[src/rtl/tcm_lsu_port.sv]
// Load/store adapter in front of one TCM RAM port: byte-lane store masks, lane-aligned loads.
// Optional TCM_ALIGN_CHECK_EN makes misaligned half/word accesses fault.
module tcm_lsu_port #(
  parameter int unsigned RAM_AW = 23
) (
  input  logic              clk_i,
  input  logic              rst_i,
  input  logic              req_valid_i,
  output logic              req_ready_o,
  input  logic [31:0]       req_addr_i,
  input  logic              req_we_i,
  input  logic [1:0]        req_size_i,
  input  logic              req_unsigned_i,
  input  logic [31:0]       req_wdata_i,
  output logic              resp_valid_o,
  input  logic              resp_ready_i,
  output logic [31:0]       resp_rdata_o,
  output logic              resp_err_o,
  output logic [RAM_AW-1:0] ram_addr_o,
  output logic [31:0]       ram_data_o,
  output logic [3:0]        ram_wr_o,
  input  logic [31:0]       ram_data_i
);

  typedef enum logic [1:0] {StIdle, StResp, StHold} state_e;

  state_e              state_q, state_d;
  logic [1:0]          lane_q, lane_d;
  logic [1:0]          size_q, size_d;
  logic                uns_q, uns_d;
  logic                err_q, err_d;
  logic                we_q, we_d;
  logic [RAM_AW-1:0]   addr_q, addr_d;
  logic [31:0]         hold_q, hold_d;

  logic        req_fault;
  logic        align_fault;
  logic        accept;
  logic        consumed;
  logic [31:0] word;
  logic [31:0] lane_word;
  logic [15:0] half;

  assign resp_valid_o = (state_q != StIdle);
  assign consumed     = resp_valid_o & resp_ready_i;
  assign req_ready_o  = !rst_i && ((state_q == StIdle) || consumed);
  assign accept       = req_valid_i & req_ready_o;

  always_comb begin
    align_fault = 1'b0;
`ifdef TCM_ALIGN_CHECK_EN
    case (req_size_i)
      2'd1:    align_fault = req_addr_i[0];
      2'd2:    align_fault = (req_addr_i[1:0] != 2'b00);
      default: align_fault = 1'b0;
    endcase
`endif
    req_fault = (req_size_i == 2'd3) || ((req_addr_i >> (RAM_AW + 2)) != 32'd0) || align_fault;
  end

  // State register and request/capture registers.
  always_ff @(posedge clk_i) begin
    if (rst_i) begin
      state_q <= StIdle;
      lane_q  <= '0;
      size_q  <= '0;
      uns_q   <= 1'b0;
      err_q   <= 1'b0;
      we_q    <= 1'b0;
      addr_q  <= '0;
      hold_q  <= '0;
    end else begin
      state_q <= state_d;
      lane_q  <= lane_d;
      size_q  <= size_d;
      uns_q   <= uns_d;
      err_q   <= err_d;
      we_q    <= we_d;
      addr_q  <= addr_d;
      hold_q  <= hold_d;
    end
  end

  // Next-state logic.
  always_comb begin
    state_d = state_q;
    unique case (state_q)
      StIdle:  if (accept) state_d = StResp;
      StResp:  state_d = resp_ready_i ? (accept ? StResp : StIdle) : StHold;
      StHold:  if (resp_ready_i) state_d = accept ? StResp : StIdle;
      default: state_d = StIdle;
    endcase
  end

  always_comb begin
    lane_d = lane_q;
    size_d = size_q;
    uns_d  = uns_q;
    err_d  = err_q;
    we_d   = we_q;
    addr_d = addr_q;
    hold_d = hold_q;
    if (accept) begin
      lane_d = req_addr_i[1:0];
      size_d = req_size_i;
      uns_d  = req_unsigned_i;
      err_d  = req_fault;
      we_d   = req_we_i;
      addr_d = req_addr_i[RAM_AW+1:2];
    end
    // The RAM read register moves on next cycle, so freeze the word on a stall.
    if (state_q == StResp && !resp_ready_i) hold_d = ram_data_i;
  end

  // Output logic: RAM side.
  always_comb begin
    ram_addr_o = rst_i ? '0 : addr_q;
    ram_data_o = '0;
    ram_wr_o   = '0;
    if (accept) begin
      ram_addr_o = req_addr_i[RAM_AW+1:2];
      case (req_size_i)
        2'd0: begin
          ram_data_o = {4{req_wdata_i[7:0]}};
          ram_wr_o   = 4'b0001 << req_addr_i[1:0];
        end
        2'd1: begin
          ram_data_o = {2{req_wdata_i[15:0]}};
          ram_wr_o   = 4'b0011 << {req_addr_i[1], 1'b0};
        end
        default: begin
          ram_data_o = req_wdata_i;
          ram_wr_o   = 4'b1111;
        end
      endcase
      if (!req_we_i || req_fault) ram_wr_o = '0;
    end
  end

  // Output logic: response side.
  always_comb begin
    word      = (state_q == StHold) ? hold_q : ram_data_i;
    lane_word = word >> {lane_q, 3'b000};
    half      = lane_q[1] ? word[31:16] : word[15:0];
    resp_err_o   = resp_valid_o & err_q;
    resp_rdata_o = '0;
    if (resp_valid_o && !err_q && !we_q) begin
      case (size_q)
        2'd0:    resp_rdata_o = {{24{lane_word[7] & ~uns_q}}, lane_word[7:0]};
        2'd1:    resp_rdata_o = {{16{half[15] & ~uns_q}}, half};
        default: resp_rdata_o = word;
      endcase
    end
  end

endmodule
[config.mk]
export PLATFORM = sky130hd
export DESIGN_NAME = tcm_lsu_port
export DESIGN_NICKNAME = d
export VERILOG_FILES = /design/src/rtl/tcm_lsu_port.sv
export SDC_FILE = /design/constraint.sdc
export NUM_CORES = 1
export LEC_CHECK = 0
export BUFFER_PORTS_ARGS = -buffer_cell sky130_fd_sc_hd__buf_2
export CAP_MARGIN = 20
export CELL_PAD_IN_SITES_DETAIL_PLACEMENT = 0
export CELL_PAD_IN_SITES_GLOBAL_PLACEMENT = 1
export CORE_AREA = 5 5 84 164
export DETAILED_ROUTE_END_ITERATION = 6
export DIE_AREA = 0 0 89 169
export PLACE_DENSITY_LB_ADDON = 0.1
export SLEW_MARGIN = 20
export SYNTH_ARGS = -nofsm -noshare
export SYNTH_HDL_FRONTEND = slang
export SYNTH_SLANG_ARGS = --single-unit
[constraint.sdc]
create_clock -name clk_i -period 5.65 [get_ports clk_i]
set_input_delay 1.13 -clock clk_i [delete_from_list [all_inputs] [get_ports clk_i]]
set_output_delay 1.13 -clock clk_i [all_outputs]
set_load 0.02 [all_outputs]
# Word level (Yosys, flattened, before mapping)
# Index checks and enable logic that the tools add are counted.
dict set report word_totals {
  word_cells 58
  ff_bits 64
  inputBits 104
  output_inout_bits 94
}
dict set report op_classes {
  n_mux 16
  n_reduce_logical 18
  n_bitwise 6
  shift 3
  eq_ne 7
}
# operator n
set op_table {}
lappend op_table {{one-hot mux 32 bit (2 select lines)} 2}
lappend op_table {{two-way mux 32 bit} 3}
lappend op_table {{two-way mux 23 bit} 2}
lappend op_table {{nonzero test 32 bit} 1}
lappend op_table {{right shift 32 x 5 -> 8 bit} 1}
lappend op_table {{two-way mux 16 bit} 1}
lappend op_table {{two-way mux 4 bit} 2}
lappend op_table {{one-hot mux 4 bit (2 select lines)} 1}
lappend op_table {{== test 2 x 1 -> 1 bit (second input constant)} 3}
lappend op_table {{zero test 2 bit} 3}
lappend op_table {{two-way mux 2 bit} 3}
lappend op_table {{one-hot mux 2 bit (3 select lines)} 1}
lappend op_table {{bitwise AND 1 bit} 5}
lappend op_table {{zero test 1 bit} 5}
lappend op_table {{== test 2 bit (second input constant)} 2}
lappend op_table {{logical AND 1 bit} 4}
lappend op_table {{inequality test 2 bit (second input constant)} 2}
lappend op_table {{<< shifter 1 x 2 -> 4 bit (first input constant)} 1}
lappend op_table {{<< shifter 2 x 2 -> 4 bit (first input constant)} 1}
lappend op_table {{logical OR 1 bit} 3}
lappend op_table {{AND reduction 2 bit} 1}
lappend op_table {{nonzero test 2 bit} 1}
lappend op_table {{two-way mux 1 bit} 1}
lappend op_table {{inverter 1 bit} 1}

# Longest topological paths before layout
# Gate-level depths: netlist of run 1.
dict set report depth {
  ltp_word 8
  ltp_mapped 7
  mapped_depth_nobuf 5
}

# Least setup slack after synthesis of run 1
# Ideal clock, no wire load.
dict set report synth_timing {
  path_kind {input -> output}
  startpoint {input port rst_i}
  endpoint {output port ram_addr_o[10]}
  path_buffers 3
  required_time_ns 4.520
  arrival_ns 2.709
  stages 7
  path_slack_ns 1.811
  cell_sequence {clkbuf_1 o21ba_2 clkbuf_1 nand2_1 clkbuf_1 nand2_1 a21oi_1}
}
dict set report synth_between {
  elab_chain_cells 4
  elab_cells_between_ends 5
  classes_between {2 x mux; 1 x bitwise; 2 x reduce/logical}
}
# item line
set synth_rtl {}
lappend synth_rtl {{start: declaration} 7} ;# input logic rst_i,
lappend synth_rtl {{zero test 1 bit} 46} ;# assign req_ready_o = !rst_i && ((state_q == StIdle) || consumed);
lappend synth_rtl {{logical AND 1 bit} 46}
lappend synth_rtl {{net req_ready_o} 9} ;# output logic req_ready_o,
lappend synth_rtl {{bitwise AND 1 bit} 47} ;# assign accept = req_valid_i & req_ready_o;
lappend synth_rtl {{two-way mux 23 bit} 120} ;# if (accept) begin
lappend synth_rtl {{end: declaration} 19} ;# output logic [RAM_AW-1:0] ram_addr_o,
# The timed path passes the listed nets, and every way through them passes these cells.

# Worst setup path in the final report of run 1
dict set report layout_timing {
  startpoint {input port rst_i}
  endpoint {output port ram_wr_o[1]}
}
dict set report layout_between {
  elab_chain_cells 4
}
# item line
set layout_rtl {}
lappend layout_rtl {{zero test 1 bit} 46}
lappend layout_rtl {{logical AND 1 bit} 46}
lappend layout_rtl {{bitwise AND 1 bit} 47}
lappend layout_rtl {{two-way mux 4 bit} 120}
lappend layout_rtl {{end: declaration} 21} ;# output logic [3:0] ram_wr_o,
# Every way passes these cells.

==> results of run 1 <==
==> cell type report <==
| type | count | area, um^2 | share of cell area, % |
|---|---|---|---|
| Clock inverter | 6 | 45.04 | 0.8386 |
| Inverter | 11 | 41.29 | 0.7687 |
| Tap cell | 150 | 187.7 | 3.494 |
| Multi-Input combinational cell | 456 | 2551 | 47.50 |
| Sequential cell | 64 | 1281 | 23.85 |
| Timing Repair Buffer | 202 | 1023 | 19.05 |
| Antenna cell | 1 | 2.502 | 0.04659 |
| Clock buffer | 10 | 239.0 | 4.449 |
==> power by group <==
part | switching [W] | internal (W)
logic | 0.000192 | 0.000112
registers | 0.0000161 | 0.000471
clock network | 0.000216 | 0.000309
==> flip-flops by register name, summed over array words and instances, names as in the netlist <==
register  count
err_q         1
lane_q        2
uns_q         1
size_q        2
addr_q       23
hold_q       32
state_q       2
we_q          1
==> cell usage after synthesis, types with 3 or more instances <==
master,count
sky130_fd_sc_hd__a211oi_1,4
sky130_fd_sc_hd__a21oi_1,148
sky130_fd_sc_hd__a221oi_1,6
sky130_fd_sc_hd__and3_1,8
sky130_fd_sc_hd__buf_2,5
sky130_fd_sc_hd__buf_6,3
sky130_fd_sc_hd__clkbuf_1,42
sky130_fd_sc_hd__dfxtp_1,64
sky130_fd_sc_hd__inv_1,11
sky130_fd_sc_hd__mux2i_1,60
sky130_fd_sc_hd__mux4_2,3
sky130_fd_sc_hd__nand2_1,132
sky130_fd_sc_hd__nand2b_1,10
sky130_fd_sc_hd__nand3b_1,4
sky130_fd_sc_hd__nor2_1,41
sky130_fd_sc_hd__o21ai_0,23
==> stage by stage <==
step	worst slack [ps]	area (um^2)	total power, W	util, %
after floorplan	1811	4085	0.0006888	-
after global placement	1484	5080	0.0008000	40.94
after detailed placement	1398	5080	0.0008021	40.94
after CTS	1401	5364	0.001333	43.22
after global routing	1154	5371	0.001384	43.28
final	1412	5371	0.001316	43.28
==> metal layers <==
layer,GRT usage (%),share of wire (%),wire [um],up-vias
met1,25.36,42,6398,2132
met2,31.97,49,7333,141
met5,0,0.046,7,-
met4,7.259,2.7,407,2
met3,4.822,6.1,919,23
li1,-,-,-,2326
==> how the worst min path moves through the flow <==
| stage | from | to | cells past startpoint |
|---|---|---|---|
| after floorplan | hold_q[0] | hold_q[0] | 2 |
| after global placement | hold_q[10] | hold_q[10] | 2 |
| after detailed placement | hold_q[19] | hold_q[19] | 2 |
| after CTS | hold_q[19] | hold_q[19] | 2 |
| after global routing | hold_q[30] | hold_q[30] | 2 |
| final | hold_q[26] | hold_q[26] | 2 |
==> worst register-to-register path, stage by stage, from the launching register on <==
cell	delay (ps)
sky130_fd_sc_hd__dfxtp_1	330
sky130_fd_sc_hd__nor2_1	280
sky130_fd_sc_hd__o21ba_2	320
sky130_fd_sc_hd__and2_1	790
sky130_fd_sc_hd__buf_4	290
sky130_fd_sc_hd__nand2_1	70
sky130_fd_sc_hd__a21oi_1	120
==> cell families after synthesis <==
group / after synthesis
DFF: 64
and+or+nand+nor: 206
AOI/OAI and AO/OA: 187
buffers and inverters: 63
muxes: 63
==> implementation parameters, run 1 <==
Parameter                              Value

Synthesis
  Simple-gate portion of the synthesized area ... 21.44%
  Post-synth top area share ... about a third
  Synth Net Count ... 687
  Number of enable-type register cells in the synthesized netlist ... 0
  Mux contribution to synthesized area ... 16.36%
  Synthesized-area fraction occupied by adder cells ... 0%
  Ranking of synthesized cells by area ... sky130_fd_sc_hd__dfxtp_1, sky130_fd_sc_hd__a21oi_1, sky130_fd_sc_hd__mux2i_1
  Top cell type by total area after synthesis ... sky130_fd_sc_hd__dfxtp_1
  Synthesis-stage register bit count ... between 60 and 70
  Synthesized netlist cell count ... 583
  Post-Synth XOR/XNOR Area ... 0%
  Most frequently used flop master after synthesis ... sky130_fd_sc_hd__dfxtp_1
  Post-synthesis compound-gate area fraction ... approximately 24%
  Total standard cell area after synthesis ... just over 0.004 mm^2
  Distinct cell type count after synthesis ... 31
  Avg Cell Area, Syn ... roughly 7 um^2
  Sequential fraction of the synthesis area ... 31.36%
  Combinational family with the most area after synthesis ... compound AO/OA/AOI/OAI gates
  Warning count from the yosys run ... 0
  Share of flip-flops with an asynchronous set or reset after synthesis ... 0%

Die
  Die width ... between 80 and 90 um
  Starting density of the core ... between 30 and 40%
  Core Footprint ... between 0.01 and 0.015 mm^2
  Chip Height ... 169 um
  Io pins ... 198
  Area enclosed by the die boundary ... between 0.015 and 0.02 mm^2
  Placement row count ... 58

CTS
  Clock latency on the worst-skew pair ... between 300 and 400 ps
  Number of hold buffers added after CTS ... 0
  Number of clock sinks seen by CTS ... between 60 and 70
  Clock root buffer master ... sky130_fd_sc_hd__clkbuf_16
  Setup repair bufs after CTS ... 0
  Number of gates resized after cts ... 0
  # H-tree levels ... 3
  Clock tree from TritonCTS ... done
  Number of buffers inserted during clock tree synthesis ... 9
  Clk pin slew, worst setup/hold paths ... 60 ps
  Maximum root-to-sink buffer count ... 2

Cells and area
  Non-filler instance count after layout ... 900
  Ratio of cells with drive above 1 in the final layout ... 30.71%
  Number of filler instances in the final layout ... about 1400
  Commonest non-fill, non-tap cell in the layout ... sky130_fd_sc_hd__buf_2
  Final net count ... 848
  Layout overhead on the synthesized area ... 31.49%
  Commonest cells after routing, fill and taps aside ... sky130_fd_sc_hd__buf_2, sky130_fd_sc_hd__a21oi_1, sky130_fd_sc_hd__nand2_1, sky130_fd_sc_hd__dfxtp_1, sky130_fd_sc_hd__mux2i_1

Worst setup path
  Capturing point of the worst reg2reg path ... addr_q[18]
  R2R Setup Slk ... 3380 ps
  Dominant delay contributor by cell family on the critical path ... simple AND/OR/NAND/NOR gates
  Max FO, Critical Path ... 25
  Worst path required time ... around 4500 ps
  Critical path destination ... ram_wr_o[1]
  Critical setup path kind ... primary input to output pin
  Library cell appearing most often on the critical path ... sky130_fd_sc_hd__buf_2
  Start point of the critical path ... rst_i
  CP Capture Type ... output pin
  Buffers plus inverters on the worst setup path ... 2
  Cell with the largest stage delay on the worst path ... sky130_fd_sc_hd__and2_1
  Cells traversed along the worst timing path ... buf_2 -> o21ba_2 -> and2_1 -> nand3_1 -> a21oi_1 -> buf_2
  Stages on worst setup path ... 6
  Critical path startpoint category ... primary input
  Slowest Stage Delay on Critical Path ... 780 ps
  Worst Reg2Reg Path Length in Cells ... 6
  Arrival time worst endpoint ... 3110 ps
  FF-to-FF Start ... state_q[1]

Power
  P_leak ... 2.706 nW
  Cell area power density ... 245.0 mW/mm^2
  Max rail drop VDD ... approximately 0.17 mV

GRT
  Wire length of the first global-routing pass ... 23.22 mm
  Pin count of the biggest net entering global routing ... 87
  Number of antenna violations at the first check in global routing ... 2
  Number of global-route vias before repair ... roughly 4400
  Total congestion overflow ... 0
  GRT Util Overall ... 19.85%

Place
  Number of instances in the placed design ... 883
  Quantity of I/O buffers inserted on ports ... 197
  Final weighted congestion in routability-driven placement ... between 0.8 and 0.9
  DP HPWL ... approximately 11 mm

Route
  DRC violations left ... 0
  DRT antenna net count ... 0
  Ratio of routed vias to standard cells ... 5.138
  Wire length per cell after detailed routing ... approximately 17 um
  Number of detailed-route iterations in the first pass ... 5
  Via count ... 4624
  1st-iter DRT viols ... 276
  WL final ... 15.07 mm

Timing
  Setup repair after global routing missed its margin ... no
  Final max-slew violation count ... 0
  Final Hold Vio Count ... 0
  Setup_tns ... 0 ps
  Relative max-transition margin ... about a third
  Min Tclk post-route ... about 4200 ps
  Setup violators final ... 0
  Max frequency ... about 240 MHz
  Worst clock skew on the final layout ... 3.627 ps
  Final Hold Slack ... 450.2 ps
  Actual slew at the worst max-slew pin ... 998.3 ps
  Final worst path period share ... 75.01%

Hold path
  Class of the tightest hold or removal check ... register to register

Run status
  Run status ... finished clean

Flow run
  Max-cap check violation count ... 0
Power figures use the tool's default switching activity.
==> inputs of run 2 (changes only) <==
Settings changed: CORE_AREA 5 5 84 164 to 5 5 86 168, DIE_AREA 0 0 89 169 to 0 0 91 173.
Clock period 5.65 ns to 4.4 ns, I/O delays scaled along.
==> run 2 against run 1 <==
Setup slack got worse by 870 ps. Combinational power is 32% higher. Critical path type is now register to output pin. Flip-flop and latch count unchanged. Critical path depth unchanged. Clock-buffer cell count unchanged. Largest cell class unchanged. Largest power group unchanged. Utilization decreased by 1.3 points.
==> implementation parameters, run 2 (same netlist as run 1, synthesis figures left out) <==
Parameter                              Value

Run status
  Run status ... finished clean (unchanged)

CTS
  # H-tree levels ... 3 (unchanged)
  Clock latency on the worst-skew pair ... 330 ps (was 340 ps)
  Clk pin slew, worst setup/hold paths ... 60 ps (about the same)
  Number of clock sinks seen by CTS ... 64 (unchanged)
  Setup repair bufs after CTS ... 0 (unchanged)
  Number of buffers inserted during clock tree synthesis ... 9 (unchanged)
  Number of hold buffers added after CTS ... 0 (unchanged)
  Clock tree from TritonCTS ... done (unchanged)
  Maximum root-to-sink buffer count ... 2 (unchanged)
  Number of gates resized after cts ... 0 (unchanged)
  Clock root buffer master ... sky130_fd_sc_hd__clkbuf_16 (unchanged)

Cells and area
  Max FFs per register ... 32 (unchanged)
  Final net count ... 852 (was 848)
  Commonest non-fill, non-tap cell in the layout ... sky130_fd_sc_hd__buf_2 (unchanged)
  Final cell utilization of the core ... 42.00% (was 43.28%)
  Register with the most flip-flops ... hold_q (unchanged)
  Commonest cells after routing, fill and taps aside ... sky130_fd_sc_hd__buf_2, sky130_fd_sc_hd__a21oi_1, sky130_fd_sc_hd__nand2_1, sky130_fd_sc_hd__dfxtp_1, sky130_fd_sc_hd__mux2i_1 (unchanged)
  Number of diodes ... 0 (was 1)
  Layout overhead on the synthesized area ... 32.83% (was 31.49%)
  Ratio of cells with drive above 1 in the final layout ... 31.21% (was 30.71%)
  Leading registers by flop count ... hold_q: 32 flops, addr_q: 23 flops (unchanged)
  Number of filler instances in the final layout ... 1408 (was 1357)

Worst setup path
  Capturing point of the worst reg2reg path ... addr_q[18] (unchanged)
  Slowest Stage Delay on Critical Path ... 810 ps (was 780 ps)
  Max FO, Critical Path ... 17 (was 25)
  Arrival time worst endpoint ... 2980 ps (was 3110 ps)
  Critical setup path kind ... register to output pin (was primary input to output pin)
  CP Capture Type ... output pin (unchanged)
  Worst Reg2Reg Path Length in Cells ... 5 (was 6)
  R2R Setup Slk ... 2510 ps (was 3380 ps)
  FF-to-FF Start ... state_q[1] (unchanged)
  Critical path startpoint category ... register (was primary input)
  Cell with the largest stage delay on the worst path ... sky130_fd_sc_hd__dfxtp_1 (was sky130_fd_sc_hd__and2_1)
  Worst path required time ... 3520 ps (was 4520 ps)
  Cells traversed along the worst timing path ... mux2i_1 -> mux4_2 -> nor4_4 -> nand2b_1 -> a221oi_2 -> buf_2 (was buf_2 -> o21ba_2 -> and2_1 -> nand3_1 -> a21oi_1 -> buf_2)

Timing
  Setup repair after global routing missed its margin ... no (unchanged)
  Min Tclk post-route ... ~3900 ps
  Relative max-transition margin ... 42.38% (was 32.51%)
  Actual slew at the worst max-slew pin ... 864.3 ps (was 998.3 ps)
  Setup violators final ... 0 (unchanged)
  Setup ws final ... 537.1 ps (was 1412 ps)
  Final Hold Vio Count ... 0 (unchanged)
  Worst clock skew on the final layout ... 8.141 ps (was 3.627 ps)
  Setup_tns ... 0 ps (unchanged)
  Final worst path period share ... 87.79%
  Max frequency ... 258.9 MHz
  Final max-slew violation count ... 0 (unchanged)

Power
  Relative contribution of combinational cells to total power ... 22.9% (was 23.1%)
  Switching Power ... 0.0005377 W (was 0.0004245 W)
  Clk pwr share ... 41.6% (was 39.9%)
  P_leak ... 2.740 nW (was 2.706 nW)
  Proportion of total power due to net switching ... 30.84% (was 32.26%)
  Power, Total ... 0.001744 W (was 0.001316 W)
  Internal portion of total power ... 0.001206 W (was 0.0008914 W)
  Cell area power density ... 321.3 mW/mm^2 (was 245.0 mW/mm^2)
  Sequential Power Share ... 35.5% (was 37.0%)
  Max rail drop VDD ... 0.1969 mV (was 0.1687 mV)

GRT
  Number of antenna violations at the first check in global routing ... 0 (was 2)
  Wire length of the first global-routing pass ... 24.08 mm (was 23.22 mm)
  Pin count of the biggest net entering global routing ... 87 (unchanged)
  Number of global-route vias before repair ... 4680 (was 4370)
  Total congestion overflow ... 0 (unchanged)
  GRT Util Overall ... 18.50% (was 19.85%)

Route
  Via count ... 4664 (was 4624)
  Number of detailed-route iterations in the first pass ... 6 (was 5)
  1st-iter DRT viols ... 167 (was 276)
  Ratio of routed vias to standard cells ... 5.154 (was 5.138)
  DRT antenna net count ... 0 (unchanged)
  DRC violations left ... 0 (unchanged)
  Wire length per cell after detailed routing ... 16.50 um (was 16.74 um)
  WL final ... 14.93 mm (was 15.07 mm)

Die
  Chip Height ... 173 um (was 169 um)
  Io pins ... 198 (unchanged)
  Placement row count ... 59 (was 58)
  Die width ... 91 um (was 89 um)
  Core Footprint ... 0.01292 mm^2 (was 0.01241 mm^2)
  Area enclosed by the die boundary ... 0.01574 mm^2 (was 0.01504 mm^2)
  Starting density of the core ... 31.62% (was 32.92%)

Hold path
  Number of cells traversed by the worst hold path ... 2 (unchanged)
  Class of the tightest hold or removal check ... register to register (unchanged)
  Hold endpoint ... hold_q[8] (was hold_q[26])
  Startpoint of the tightest hold check path ... hold_q[8] (was hold_q[26])

Place
  Placement Setup Slack ... 774.0 ps (was 1398 ps)
  Final weighted congestion in routability-driven placement ... 0.8273 (was 0.8214)
  DP HPWL ... 11.37 mm (was 10.90 mm)
  Quantity of I/O buffers inserted on ports ... 197 (unchanged)

Flow run
  Max-cap check violation count ... 0 (unchanged)
run 2: cell count changes in the layout (fill, tap and decap cells not counted):
cell	previous run	this run
sky130_fd_sc_hd__nor4b_2	0	1
sky130_fd_sc_hd__nor4b_1	1	0
sky130_fd_sc_hd__diode_2	1	0
sky130_fd_sc_hd__nand2_2	0	1
sky130_fd_sc_hd__buf_4	5	9
sky130_fd_sc_hd__clkinv_4	2	3
sky130_fd_sc_hd__nand2_4	1	0
sky130_fd_sc_hd__clkinvlp_4	3	1
sky130_fd_sc_hd__bufinv_16	0	1
run 2: area by class of cell:
type	instances	area (um^2)	area share, %
Clock buffer	10	239.0	4.404
Clock inverter	6	68.82	1.268
Multi-Input combinational cell	456	2552	47.04
Tap cell	152	190.2	3.505
Sequential cell	64	1281	23.61
Inverter	11	41.29	0.7609
Timing Repair Buffer	206	1054	19.41
run 2: routing by layer:
metal	up-vias	share of wire [%]	GRT usage [%]
met1	2136	36	19.20
met4	0	2.7	6.916
met5	-	0	0
met2	170	54	34.61
li1	2335	-	-
met3	23	7.2	4.870
run 2: power groups by stage:
stage                     Sequential (W)  Clock [W]  Combinational (W)
after floorplan                 0.000626          0           0.000259
after global placement          0.000630          0           0.000400
after detailed placement        0.000631          0           0.000403
after CTS                       0.000618   0.000747           0.000405
after global routing            0.000621   0.000768           0.000443
final                           0.000618   0.000725           0.000400
run 2: worst max path at each step:
stage                   startpoint               end  slack [ps]  depth (start not counted)
global route             lane_q[1]  resp_rdata_o[15]         350                          6
global placement    ram_data_i[31]  resp_rdata_o[15]         840                          7
CTS                      lane_q[1]  resp_rdata_o[15]         540                          6
detailed placement  ram_data_i[31]  resp_rdata_o[15]         770                          7
floorplan                    rst_i    ram_addr_o[10]        1060                          7
finish                   lane_q[1]  resp_rdata_o[15]         540                          6
run 2: critical path, delay by kind of cell, from the launching register on:
kind | cells | cell delay (ps)
mux | 2 | 750
flops | 1 | 810
buf+inv | 1 | 200
compound gates | 1 | 290
simple gates | 2 | 590
run 2: through the flow:
| step | cells | hold slack [ps] | cell area [um^2] |
|---|---|---|---|
| finish | 905 | 452.3 | 5426 |
| global route | 905 | 468.6 | 5426 |
| CTS | 905 | 453.9 | 5420 |
| detailed placement | 889 | 446.0 | 5112 |
| global placement | 889 | 441.1 | 5112 |
| floorplan | 583 | 435.7 | 4085 |
==> inputs of run 3 (changes only) <==
Settings changed: CORE_AREA 5 5 86 168 to 2 2 83 165, DIE_AREA 0 0 91 173 to 0 0 85 167.
==> run 3 against run 2 <==
Sequential share of layout area hardly changed. Utilization is essentially flat. Global-route usage grew 1.1 points. First-iteration DRC count is 2.4% higher. Clock skew increased by 0.51 ps. Total power increased by 0.25%. Final cell count unchanged. Via count is 0.60% lower. Register-to-register slack barely moved. Clock power grew 1%. Highest routed layer unchanged.
==> implementation parameters, run 3 (same netlist as run 1, synthesis figures left out) <==
Parameter                              Value

Timing
  Worst clock skew on the final layout ... 8.652 ps (was 8.141 ps)
  Final worst path period share ... 88.08% (was 87.79%)
  Relative max-transition margin ... 41.20% (was 42.38%)
  Max frequency ... 258.0 MHz (was 258.9 MHz)
  Setup violators final ... 0 (unchanged)
  Final Hold Vio Count ... 0 (unchanged)
  Min Tclk post-route ... 3876 ps (was 3863 ps)
  Setup repair after global routing missed its margin ... no (unchanged)
  Setup ws final ... 524.3 ps (was 537.1 ps)
  Actual slew at the worst max-slew pin ... 882.1 ps (was 864.3 ps)
  Setup_tns ... 0 ps (unchanged)
  Final max-slew violation count ... 0 (unchanged)
  Final Hold Slack ... 452.5 ps (was 452.3 ps)

CTS
  Clock root buffer master ... sky130_fd_sc_hd__clkbuf_16 (unchanged)
  Clock latency on the worst-skew pair ... 330 ps (about the same)
  Clock tree from TritonCTS ... done (unchanged)
  Number of buffers inserted during clock tree synthesis ... 9 (unchanged)
  Maximum root-to-sink buffer count ... 2 (unchanged)
  Number of gates resized after cts ... 0 (unchanged)
  Setup repair bufs after CTS ... 0 (unchanged)
  Number of hold buffers added after CTS ... 0 (unchanged)
  Clk pin slew, worst setup/hold paths ... 60 ps (about the same)
  Number of clock sinks seen by CTS ... 64 (unchanged)
  # H-tree levels ... 3 (unchanged)

Worst setup path
  FF-to-FF Start ... state_q[1] (unchanged)
  CP Capture Type ... output pin (unchanged)
  Arrival time worst endpoint ... 3000 ps (was 2980 ps)
  Worst Reg2Reg Path Length in Cells ... 6 (was 5)
  R2R Setup Slk ... 2500 ps (was 2510 ps)
  Worst path required time ... 3520 ps (about the same)
  Start point of the critical path ... lane_q[1] (unchanged)
  Capturing point of the worst reg2reg path ... addr_q[17] (was addr_q[18])
  Critical path startpoint category ... register (unchanged)
  Critical setup path kind ... register to output pin (unchanged)
  Max FO, Critical Path ... 17 (unchanged)

GRT
  Pin count of the biggest net entering global routing ... 87 (unchanged)
  Number of global-route vias before repair ... 4439 (was 4680)
  Number of antenna violations at the first check in global routing ... 0 (unchanged)
  GRT Util Overall ... 19.61% (was 18.50%)
  Wire length of the first global-routing pass ... 22.40 mm (was 24.08 mm)
  Total congestion overflow ... 0 (unchanged)

Run status
  Run status ... finished clean (unchanged)

Place
  Quantity of I/O buffers inserted on ports ... 197 (unchanged)
  Placement Setup Slack ... 727.5 ps (was 774.0 ps)
  DP HPWL ... 10.69 mm (was 11.37 mm)
  Placement-stage cell area ... 0.005112 mm^2 (unchanged)
  Final weighted congestion in routability-driven placement ... 0.8534 (was 0.8273)
  Number of instances in the placed design ... 889 (unchanged)

Power
  Sequential Power Share ... 35.4% (was 35.5%)
  Proportion of total power due to net switching ... 30.99% (was 30.84%)
  Internal portion of total power ... 0.001206 W (about the same)
  P_leak ... 2.737 nW (was 2.740 nW)
  Switching Power ... 0.0005417 W (was 0.0005377 W)
  Clk pwr share ... 41.9% (was 41.6%)
  Relative contribution of combinational cells to total power ... 22.8% (was 22.9%)
  Cell area power density ... 322.2 mW/mm^2 (was 321.3 mW/mm^2)
  Max rail drop VDD ... 0.1879 mV (was 0.1969 mV)

Die
  Placement row count ... 59 (unchanged)
  Core Footprint ... 0.01292 mm^2 (unchanged)
  Starting density of the core ... 31.62% (unchanged)
  Chip Height ... 167 um (was 173 um)
  Area enclosed by the die boundary ... 0.01420 mm^2 (was 0.01574 mm^2)
  Die width ... 85 um (was 91 um)
  Io pins ... 198 (unchanged)

Cells and area
  Commonest cells after routing, fill and taps aside ... sky130_fd_sc_hd__buf_2, sky130_fd_sc_hd__a21oi_1, sky130_fd_sc_hd__nand2_1, sky130_fd_sc_hd__dfxtp_1, sky130_fd_sc_hd__mux2i_1 (unchanged)
  Register with the most flip-flops ... hold_q (unchanged)
  Layout overhead on the synthesized area ... 32.80% (was 32.83%)
  Ratio of cells with drive above 1 in the final layout ... 31.21% (unchanged)
  Non-filler instance count after layout ... 905 (unchanged)
  Commonest non-fill, non-tap cell in the layout ... sky130_fd_sc_hd__buf_2 (unchanged)
  Final net count ... 852 (unchanged)
  Leading registers by flop count ... hold_q: 32 flops, addr_q: 23 flops (unchanged)
  Area of all placed cells without fillers ... 0.005425 mm^2 (was 0.005426 mm^2)
  Max FFs per register ... 32 (unchanged)
  Number of diodes ... 0 (unchanged)

Hold path
  Number of cells traversed by the worst hold path ... 2 (unchanged)
  Hold endpoint ... hold_q[18] (was hold_q[8])
  Startpoint of the tightest hold check path ... hold_q[18] (was hold_q[8])
  Class of the tightest hold or removal check ... register to register (unchanged)

Route
  Via count ... 4636 (was 4664)
  WL final ... 14.24 mm (was 14.93 mm)
  DRC violations left ... 0 (unchanged)
  Ratio of routed vias to standard cells ... 5.123 (was 5.154)
  DRT antenna net count ... 0 (unchanged)
  1st-iter DRT viols ... 171 (was 167)
  Wire length per cell after detailed routing ... 15.74 um (was 16.50 um)
  Number of detailed-route iterations in the first pass ... 5 (was 6)

Flow run
  Max-cap check violation count ... 0 (unchanged)
==> run 3: cell types whose count changed in the layout (fill, tap and decap cells not counted) <==
cell	before	now
sky130_fd_sc_hd__clkinv_4	3	1
sky130_fd_sc_hd__inv_6	0	1
sky130_fd_sc_hd__clkinvlp_4	1	2
==> run 3: how the worst max path moves through the flow <==
| stage | endpoint | slack, ps | cells past startpoint |
|---|---|---|---|
| detailed placement | resp_rdata_o[15] | 730 | 7 |
| global route | resp_rdata_o[15] | 360 | 6 |
| finish | resp_rdata_o[15] | 520 | 6 |
| floorplan | ram_addr_o[10] | 1060 | 7 |
| global placement | resp_rdata_o[15] | 820 | 7 |
| CTS | resp_rdata_o[15] | 510 | 6 |
==> run 3: cell type report <==
| cell class | instances | area (um^2) |
|---|---|---|
| fillers | 1377 | 7493 |
| multi-input cells | 456 | 2552 |
| flip-flops and latches | 64 | 1281 |
| repair buffers | 206 | 1054 |
| clock buffers | 10 | 239.0 |
| well taps | 152 | 190.2 |
| clock inverters | 6 | 67.56 |
| inverters | 11 | 41.29 |
==> run 3: metrics by stage <==
stage	utilization [%]	total power [W]
after global placement	39.57	0.001026
after global routing	42.00	0.001839
final	42.00	0.001748
after CTS	41.95	0.001772
after detailed placement	39.57	0.001031
after floorplan	-	0.0008845
==> run 3: routing by layer <==
metal  global-route usage, %  vias to the layer above  part of all wire (%)
li1                        -                     2330                     -
met5                       0                        -                     0
met1                   20.64                     2111                    37
met4                   7.729                        0                   2.5
met3                   3.568                       18                   5.5
met2                   37.16                      177                    55
==> run 3: power groups by stage <==
| stage | combinational (W) | clock, W | sequential [W] |
|---|---|---|---|
| after global placement | 0.000396 | 0 | 0.000630 |
| final | 0.000398 | 0.000732 | 0.000618 |
| after detailed placement | 0.000400 | 0 | 0.000631 |
| after floorplan | 0.000259 | 0 | 0.000626 |
| after CTS | 0.000402 | 0.000753 | 0.000618 |
| after global routing | 0.000439 | 0.000780 | 0.000621 |
==> run 3: worst max-delay path: stages, from the launching register on <==
cell and delay (ps):
sky130_fd_sc_hd__dfxtp_1 780, sky130_fd_sc_hd__mux2i_1 220, sky130_fd_sc_hd__mux4_2 540, sky130_fd_sc_hd__nor4_4 300, sky130_fd_sc_hd__nand2b_1 300, sky130_fd_sc_hd__a221oi_2 320
sky130_fd_sc_hd__buf_2 210
